### config.mk
export PLATFORM = sky130hd
export DESIGN_NAME = instruction_fetch
export DESIGN_NICKNAME = d
export VERILOG_FILES = /design/src/rtl/riscv_pkg.sv /design/src/rtl/pc_register.sv /design/src/rtl/instruction_fetch.sv
export SDC_FILE = /design/constraint.sdc
export NUM_CORES = 1
export LEC_CHECK = 0
export ABC_CLOCK_PERIOD_IN_PS = 4490
export BUFFER_PORTS_ARGS = -buffer_cell sky130_fd_sc_hd__buf_2
export CAP_MARGIN = 20
export CORE_MARGIN = 5
export CORE_UTILIZATION = 55
export CTS_CLUSTER_DIAMETER = 60
export CTS_CLUSTER_SIZE = 10
export DETAILED_ROUTE_END_ITERATION = 10
export PLACE_DENSITY = 0.85
export SKIP_CTS_REPAIR_TIMING = 1
export SLEW_MARGIN = 20
export SYNTH_ARGS = -nofsm -noshare
export SYNTH_HDL_FRONTEND = slang
export SYNTH_SLANG_ARGS = --single-unit
### constraint.sdc
create_clock -name clk -period 4.49 [get_ports clk]
set_clock_uncertainty 0.1 [all_clocks]
set_input_delay 0 -clock clk [delete_from_list [all_inputs] [get_ports clk]]
set_output_delay 0 -clock clk [all_outputs]
set_load 0.005 [all_outputs]
### src/rtl/riscv_pkg.sv
// ---------------------------------------------------------------------------
// riscv_pkg
// Definitions shared by the fetch stage and the decode/immediate logic
// downstream of it:
//   - major opcode values for the R/I/L/S/B instruction formats
//   - the canonical NOP word (addi x0, x0, 0)
//   - the state encoding of the fetch controller
//   - a helper that tells whether a byte address is word aligned
// ---------------------------------------------------------------------------
package riscv_pkg;

   // Major opcodes (instr[6:0])
   localparam logic [6:0] OPC_R_TYPE = 7'b0110011;
   localparam logic [6:0] OPC_I_TYPE = 7'b0010011;
   localparam logic [6:0] OPC_LOAD   = 7'b0000011;
   localparam logic [6:0] OPC_STORE  = 7'b0100011;
   localparam logic [6:0] OPC_BRANCH = 7'b1100011;

   // addi x0, x0, 0
   localparam logic [31:0] NOP_INSTR = 32'h0000_0013;

   // Fetch controller states
   localparam logic [1:0] FETCH_ST = 2'd0;  // issue a request for pc
   localparam logic [1:0] WAIT_ST  = 2'd1;  // request outstanding
   localparam logic [1:0] HOLD_ST  = 2'd2;  // word presented to decode

   // A redirect target is usable only when it lands on a 4-byte boundary.
   function automatic logic is_word_aligned(input logic [1:0] addr_lsb);
      return (addr_lsb == 2'b00);
   endfunction

endpackage : riscv_pkg

### src/rtl/pc_register.sv
// ---------------------------------------------------------------------------
// pc_register
// Holds the fetch program counter. A load (redirect) has priority over a
// sequential increment. The increment adds 4 modulo 2^XLEN, so the top
// word address wraps to zero without any error indication.
//
// Ports:
//   clk       in   clock, all updates on the rising edge
//   rst       in   synchronous active-high reset, loads RESET_PC
//   load_en   in   load load_val into pc
//   load_val  in   XLEN-bit value to load (redirect target)
//   inc_en    in   advance pc by 4 (ignored when load_en is set)
//   pc        out  current program counter
// ---------------------------------------------------------------------------
module pc_register #(
   parameter int               XLEN     = 32,
   parameter logic [XLEN-1:0]  RESET_PC = {XLEN{1'b0}}
) (
   input  logic              clk,
   input  logic              rst,
   input  logic              load_en,
   input  logic [XLEN-1:0]   load_val,
   input  logic              inc_en,
   output logic [XLEN-1:0]   pc
);

   logic [XLEN-1:0] pc_inc_s;

   // Next sequential pc; natural overflow gives the modulo wrap.
   assign pc_inc_s = pc + {{(XLEN-3){1'b0}}, 3'b100};

   // PC register: reset, then redirect load, then sequential increment.
   always_ff @(posedge clk) begin
      if (rst) begin
         pc <= RESET_PC;
      end else if (load_en) begin
         pc <= load_val;
      end else if (inc_en) begin
         pc <= pc_inc_s;
      end else begin
         pc <= pc;
      end
   end

endmodule : pc_register

### src/rtl/instruction_fetch.sv
// ---------------------------------------------------------------------------
// instruction_fetch
// Fetch stage feeding decode. Issues at most one instruction-memory request
// at a time, registers the returned word and hands it to decode over a
// valid/ready handshake. Branch redirects from downstream move the pc and
// squash any wrong-path word still in flight (via the kill flag).
//
// Ports:
//   clk             in   clock
//   rst             in   synchronous active-high reset
//   imem_req        out  one-cycle request pulse
//   imem_addr       out  address of the request (held between requests)
//   imem_rvalid     in   read data valid, only honoured in WAIT
//   imem_rdata      in   returned instruction word
//   instr           out  instruction presented to decode
//   instr_pc        out  pc of instr
//   instr_valid     out  instr/instr_pc valid
//   instr_ready     in   decode can accept
//   branch_taken    in   single-cycle redirect request
//   branch_target   in   redirect pc
//   misaligned_err  out  one-cycle pulse for a redirect with target[1:0]!=0
// ---------------------------------------------------------------------------
module instruction_fetch
   import riscv_pkg::*;
#(
   parameter int               XLEN     = 32,
   parameter logic [XLEN-1:0]  RESET_PC = {XLEN{1'b0}}
) (
   input  logic              clk,
   input  logic              rst,
   output logic              imem_req,
   output logic [XLEN-1:0]   imem_addr,
   input  logic              imem_rvalid,
   input  logic [31:0]       imem_rdata,
   output logic [31:0]       instr,
   output logic [XLEN-1:0]   instr_pc,
   output logic              instr_valid,
   input  logic              instr_ready,
   input  logic              branch_taken,
   input  logic [XLEN-1:0]   branch_target,
   output logic              misaligned_err
);

   logic [1:0]        state_r;
   logic              kill_r;
   logic [XLEN-1:0]   pc_s;

   logic [1:0]        state_nxt_s;
   logic              kill_nxt_s;
   logic              req_nxt_s;
   logic [XLEN-1:0]   addr_nxt_s;
   logic [31:0]       instr_nxt_s;
   logic [XLEN-1:0]   instr_pc_nxt_s;
   logic              valid_nxt_s;
   logic              mis_nxt_s;
   logic              pc_load_s;
   logic              pc_inc_s;
   logic              target_ok_s;
   logic              redirect_s;

   // A misaligned target is reported but otherwise treated as no redirect.
   assign target_ok_s = is_word_aligned(branch_target[1:0]);
   assign redirect_s  = branch_taken & target_ok_s;

   pc_register #(
      .XLEN     (XLEN),
      .RESET_PC (RESET_PC)
   ) u_pc (
      .clk      (clk),
      .rst      (rst),
      .load_en  (pc_load_s),
      .load_val (branch_target),
      .inc_en   (pc_inc_s),
      .pc       (pc_s)
   );

   // Next-state and next-output logic of the fetch controller.
   always_comb begin
      state_nxt_s    = state_r;
      kill_nxt_s     = kill_r;
      req_nxt_s      = 1'b0;
      addr_nxt_s     = imem_addr;
      instr_nxt_s    = instr;
      instr_pc_nxt_s = instr_pc;
      valid_nxt_s    = instr_valid;
      mis_nxt_s      = branch_taken & ~target_ok_s;
      pc_load_s      = 1'b0;
      pc_inc_s       = 1'b0;

      case (state_r)
         FETCH_ST: begin
            // The request for the current pc always goes out; a redirect
            // arriving now marks that request as wrong-path.
            req_nxt_s   = 1'b1;
            addr_nxt_s  = pc_s;
            state_nxt_s = WAIT_ST;
            if (redirect_s) begin
               pc_load_s  = 1'b1;
               kill_nxt_s = 1'b1;
            end else begin
               kill_nxt_s = kill_r;
            end
         end

         WAIT_ST: begin
            if (imem_rvalid) begin
               if (redirect_s) begin
                  // Returned word is wrong-path; refetch from the target.
                  pc_load_s   = 1'b1;
                  kill_nxt_s  = 1'b0;
                  state_nxt_s = FETCH_ST;
               end else if (kill_r) begin
                  // Squashed word; pc already holds the redirect target.
                  kill_nxt_s  = 1'b0;
                  state_nxt_s = FETCH_ST;
               end else begin
                  instr_nxt_s    = imem_rdata;
                  instr_pc_nxt_s = pc_s;
                  valid_nxt_s    = 1'b1;
                  state_nxt_s    = HOLD_ST;
               end
            end else if (redirect_s) begin
               // Data still in flight: remember to drop it when it lands.
               pc_load_s  = 1'b1;
               kill_nxt_s = 1'b1;
            end else begin
               state_nxt_s = WAIT_ST;
            end
         end

         HOLD_ST: begin
            // Any branch_taken (even misaligned) blocks the transfer.
            if (redirect_s) begin
               valid_nxt_s = 1'b0;
               pc_load_s   = 1'b1;
               state_nxt_s = FETCH_ST;
            end else if (instr_valid & instr_ready & ~branch_taken) begin
               valid_nxt_s = 1'b0;
               pc_inc_s    = 1'b1;
               state_nxt_s = FETCH_ST;
            end else begin
               state_nxt_s = HOLD_ST;
            end
         end

         default: begin
            // Unused encoding: recover to a clean fetch.
            state_nxt_s = FETCH_ST;
            kill_nxt_s  = 1'b0;
            valid_nxt_s = 1'b0;
         end
      endcase
   end

   // Controller state and registered outputs.
   always_ff @(posedge clk) begin
      if (rst) begin
         state_r        <= FETCH_ST;
         kill_r         <= 1'b0;
         imem_req       <= 1'b0;
         imem_addr      <= RESET_PC;
         instr          <= NOP_INSTR;
         instr_pc       <= RESET_PC;
         instr_valid    <= 1'b0;
         misaligned_err <= 1'b0;
      end else begin
         state_r        <= state_nxt_s;
         kill_r         <= kill_nxt_s;
         imem_req       <= req_nxt_s;
         imem_addr      <= addr_nxt_s;
         instr          <= instr_nxt_s;
         instr_pc       <= instr_pc_nxt_s;
         instr_valid    <= valid_nxt_s;
         misaligned_err <= mis_nxt_s;
      end
   end

endmodule : instruction_fetch

==> run summary <==
status = completed
PortBufs = 167
Top FF cell, synth = dfxtp_1
global-route wire length before repair = 22100 um
CP max FO = 45
R2R Path End = instr[25]
worst hold path class = primary input to flip-flop
die span in x = 109 um
Post-synth EDFFs = 0
static leakage = 0.00307 uW
# DRC = 0
family with the most delay on the worst path = buffers and inverters
1st-pass router iterations = 4
R2R cell count = 6
Detailed Route Iter0 Violations = 459
post-synth top area share = 49.8%
Core Area = 9680 um2
synthesized flop and latch total = 134
area grow syn2layout = 38.6%
CP Buf/Inv Count = 2
Worst-path clk slew = 0.06 ns
Site Rows = 36
synthesized area per cell = 8.08 um2
initial core utilization = 55.6%
pre-CTS setup slack = 2.10 ns
GR Util All Layers = 23.4%
fmax = 352 MHz
WS Path Type = flip-flop to flip-flop
fraction of registers with async set/reset = 0%
share of cells above drive strength 1 = 25.3%
cell taking the most area after synthesis = dfxtp_1
CP max stage delay = 0.60 ns
Post-Layout Cell Count = 1020
Final Hold Vio Count = 0
Routed WL = 16500 um
Ports = 168
RR Startpoint = state_r[0]
Post-Syn Nets = 737
Max VDD drop = 246 uV
top cells by area, synth = dfxtp_1 50%, nand2_1 15%, a21oi_1 9.4%
Netlist Area Pre-Place = 5390 um2
Final period util = 63.2%
nets = 944
grt total ovfl = 0
cells after synthesis = 667
Antenna Diode Count = 0
crit path max-delay cell type = dlygate4sd3_1
final setup violation count = 0
Hold Path Origin = branch_target[0]
Die ar. = 11900 um2
Routed wire per std cell = 16.2 um
Root Driver = clkbuf_8
Clock Sink Count = 134
slack of the worst reg-to-reg path = 1.65 ns
pin slew with the least headroom to its limit = 0.962 ns
clock tree buffer depth = 2
RSZ-0062 raised after global routing = false
DR vias/cell = 5.46
Slew Limit Fails = 0
sequential share of the synthesized area = 49.8%
hold path depth = 5
Rel. slew slack = 35.6%
final instance area = 7470 um2
minimum clock period = 2.84 ns
ANT nets after route = 0
dpl cell area = 6190 um2
# H-tree levels = 4
Setup TNS = 0 ns
Worst EP required = 4.79 ns
MaxCap Viol Count = 0
Synth top cells by count = 212 x nand2_1, 134 x dfxtp_1, 101 x a21oi_1
Chip Height = 109 um
worst path cell trace = nor3b_1 > nand3_2 > buf_4 > nand2_1 > a21oi_1 > dlygate4sd3_1
final setup margin = 1.65 ns
dominant cell by count in the synthesized netlist = nand2_1
vias in the first global route = 4835
HPWL Detailed = 9520 um
Vias = 5574
Distinct cells, synth = 46
yosys warns = 0
cell area power density = 382 nW/um2
later-pin clock latency in the skew report = 0.52 ns
maximum number of pins on one net before global-route repair = 81
initial antenna violation count = 0
number of buffers created by CTS = 17
placed cell count = 916
crit start category = flip-flop
placer congestion estimate = 0.784
WP data arrival = 3.14 ns
crit end category = flip-flop
CTS tree = yes
worst hold endpoint = u_pc.pc[14]
## report_power, final
part | total, uW | switching, uW | internal [uW]
Clock | 1280 | 533 | 752
Sequential | 1280 | 45.8 | 1240
Combinational | 283 | 154 | 129
## how the worst max path moves through the flow
stage                  endpoint  cells after the start         start  slack, ns
detailed placement    instr[28]                      4    state_r[0]       2.10
floorplan           u_pc.pc[28]                      7    u_pc.pc[2]       2.65
finish                instr[25]                      6    state_r[0]       1.65
CTS                 instr_pc[8]                      4    state_r[0]       2.04
global placement    instr_pc[6]                      4    state_r[0]       2.21
global route          instr[22]                      9  branch_taken       1.46
## cell usage in the layout, fill, tap and decap left out, drive strengths merged, types with 2 or more instances in the layout
master,instances
nand2,212
buf,170
dfxtp,134
a21oi,101
dlygate4sd3,72
nor2,35
a211oi,23
clkbuf,18
xnor2,16
nand3,13
nand4,12
nor4,11
xor2,6
inv,6
clkinv,6
nor3,5
and3,5
nand3b,4
and2,4
clkinvlp,4
nor3b,3
or2,3
and4,2
and3b,2
or3,2
o21ai,2
mux2,2
mux2i,2
o22ai,2
## final cells by class
class	instances	area [um2]
clock buffers	18	428
clock inverters	14	128
fillers	628	2220
inverters	3	11.3
multi-input cells	476	2470
flip-flops and latches	134	2680
well taps	133	166
repair buffers	242	1580
## worst register-to-register path, cell delays in order (launching register included)
cell and delay [ns]:
dfxtp_1 0.48, nor3b_1 0.42, nand3_2 0.45, buf_4 0.44
nand2_1 0.16, a21oi_1 0.06, dlygate4sd3_1 0.60
## routing by layer
metal | part of all wire, % | global-route usage, % | up-vias
li1 | - | - | 2653
met1 | 40 | 28.7 | 2606
met2 | 49 | 39.6 | 271
met3 | 8.2 | 6.04 | 44
met4 | 2.2 | 8.57 | 0
met5 | 0 | 0 | -
## logic make-up after synthesis
logic type      synth area share, %
simple gates                   26.9
compound gates                 14.0
flops                          49.8
buf+inv                        4.67
xor+xnor                       3.58
mux                           0.790
fa+ha+maj                     0.232
## flip-flops by register name, summed over array words and instances, names as in the netlist
signal,flops
imem_addr,32
imem_req,1
instr,32
instr_pc,32
instr_valid,1
kill_r,1
misaligned_err,1
state_r,2
u_pc.pc,32
## per-stage QoR
step           hold slack [ns]  util (%)  power, uW
4_1_cts                 -0.423      69.6       2800
2_1_floorplan           0.0242         -       1430
6_report                0.0649      77.1       2850
3_3_place_gp             0.112      63.9       1520
3_5_place_dp             0.123      63.9       1530
5_1_grt                  0.109      77.1       2950
No activity file was read; power rests on OpenSTA's default activity.
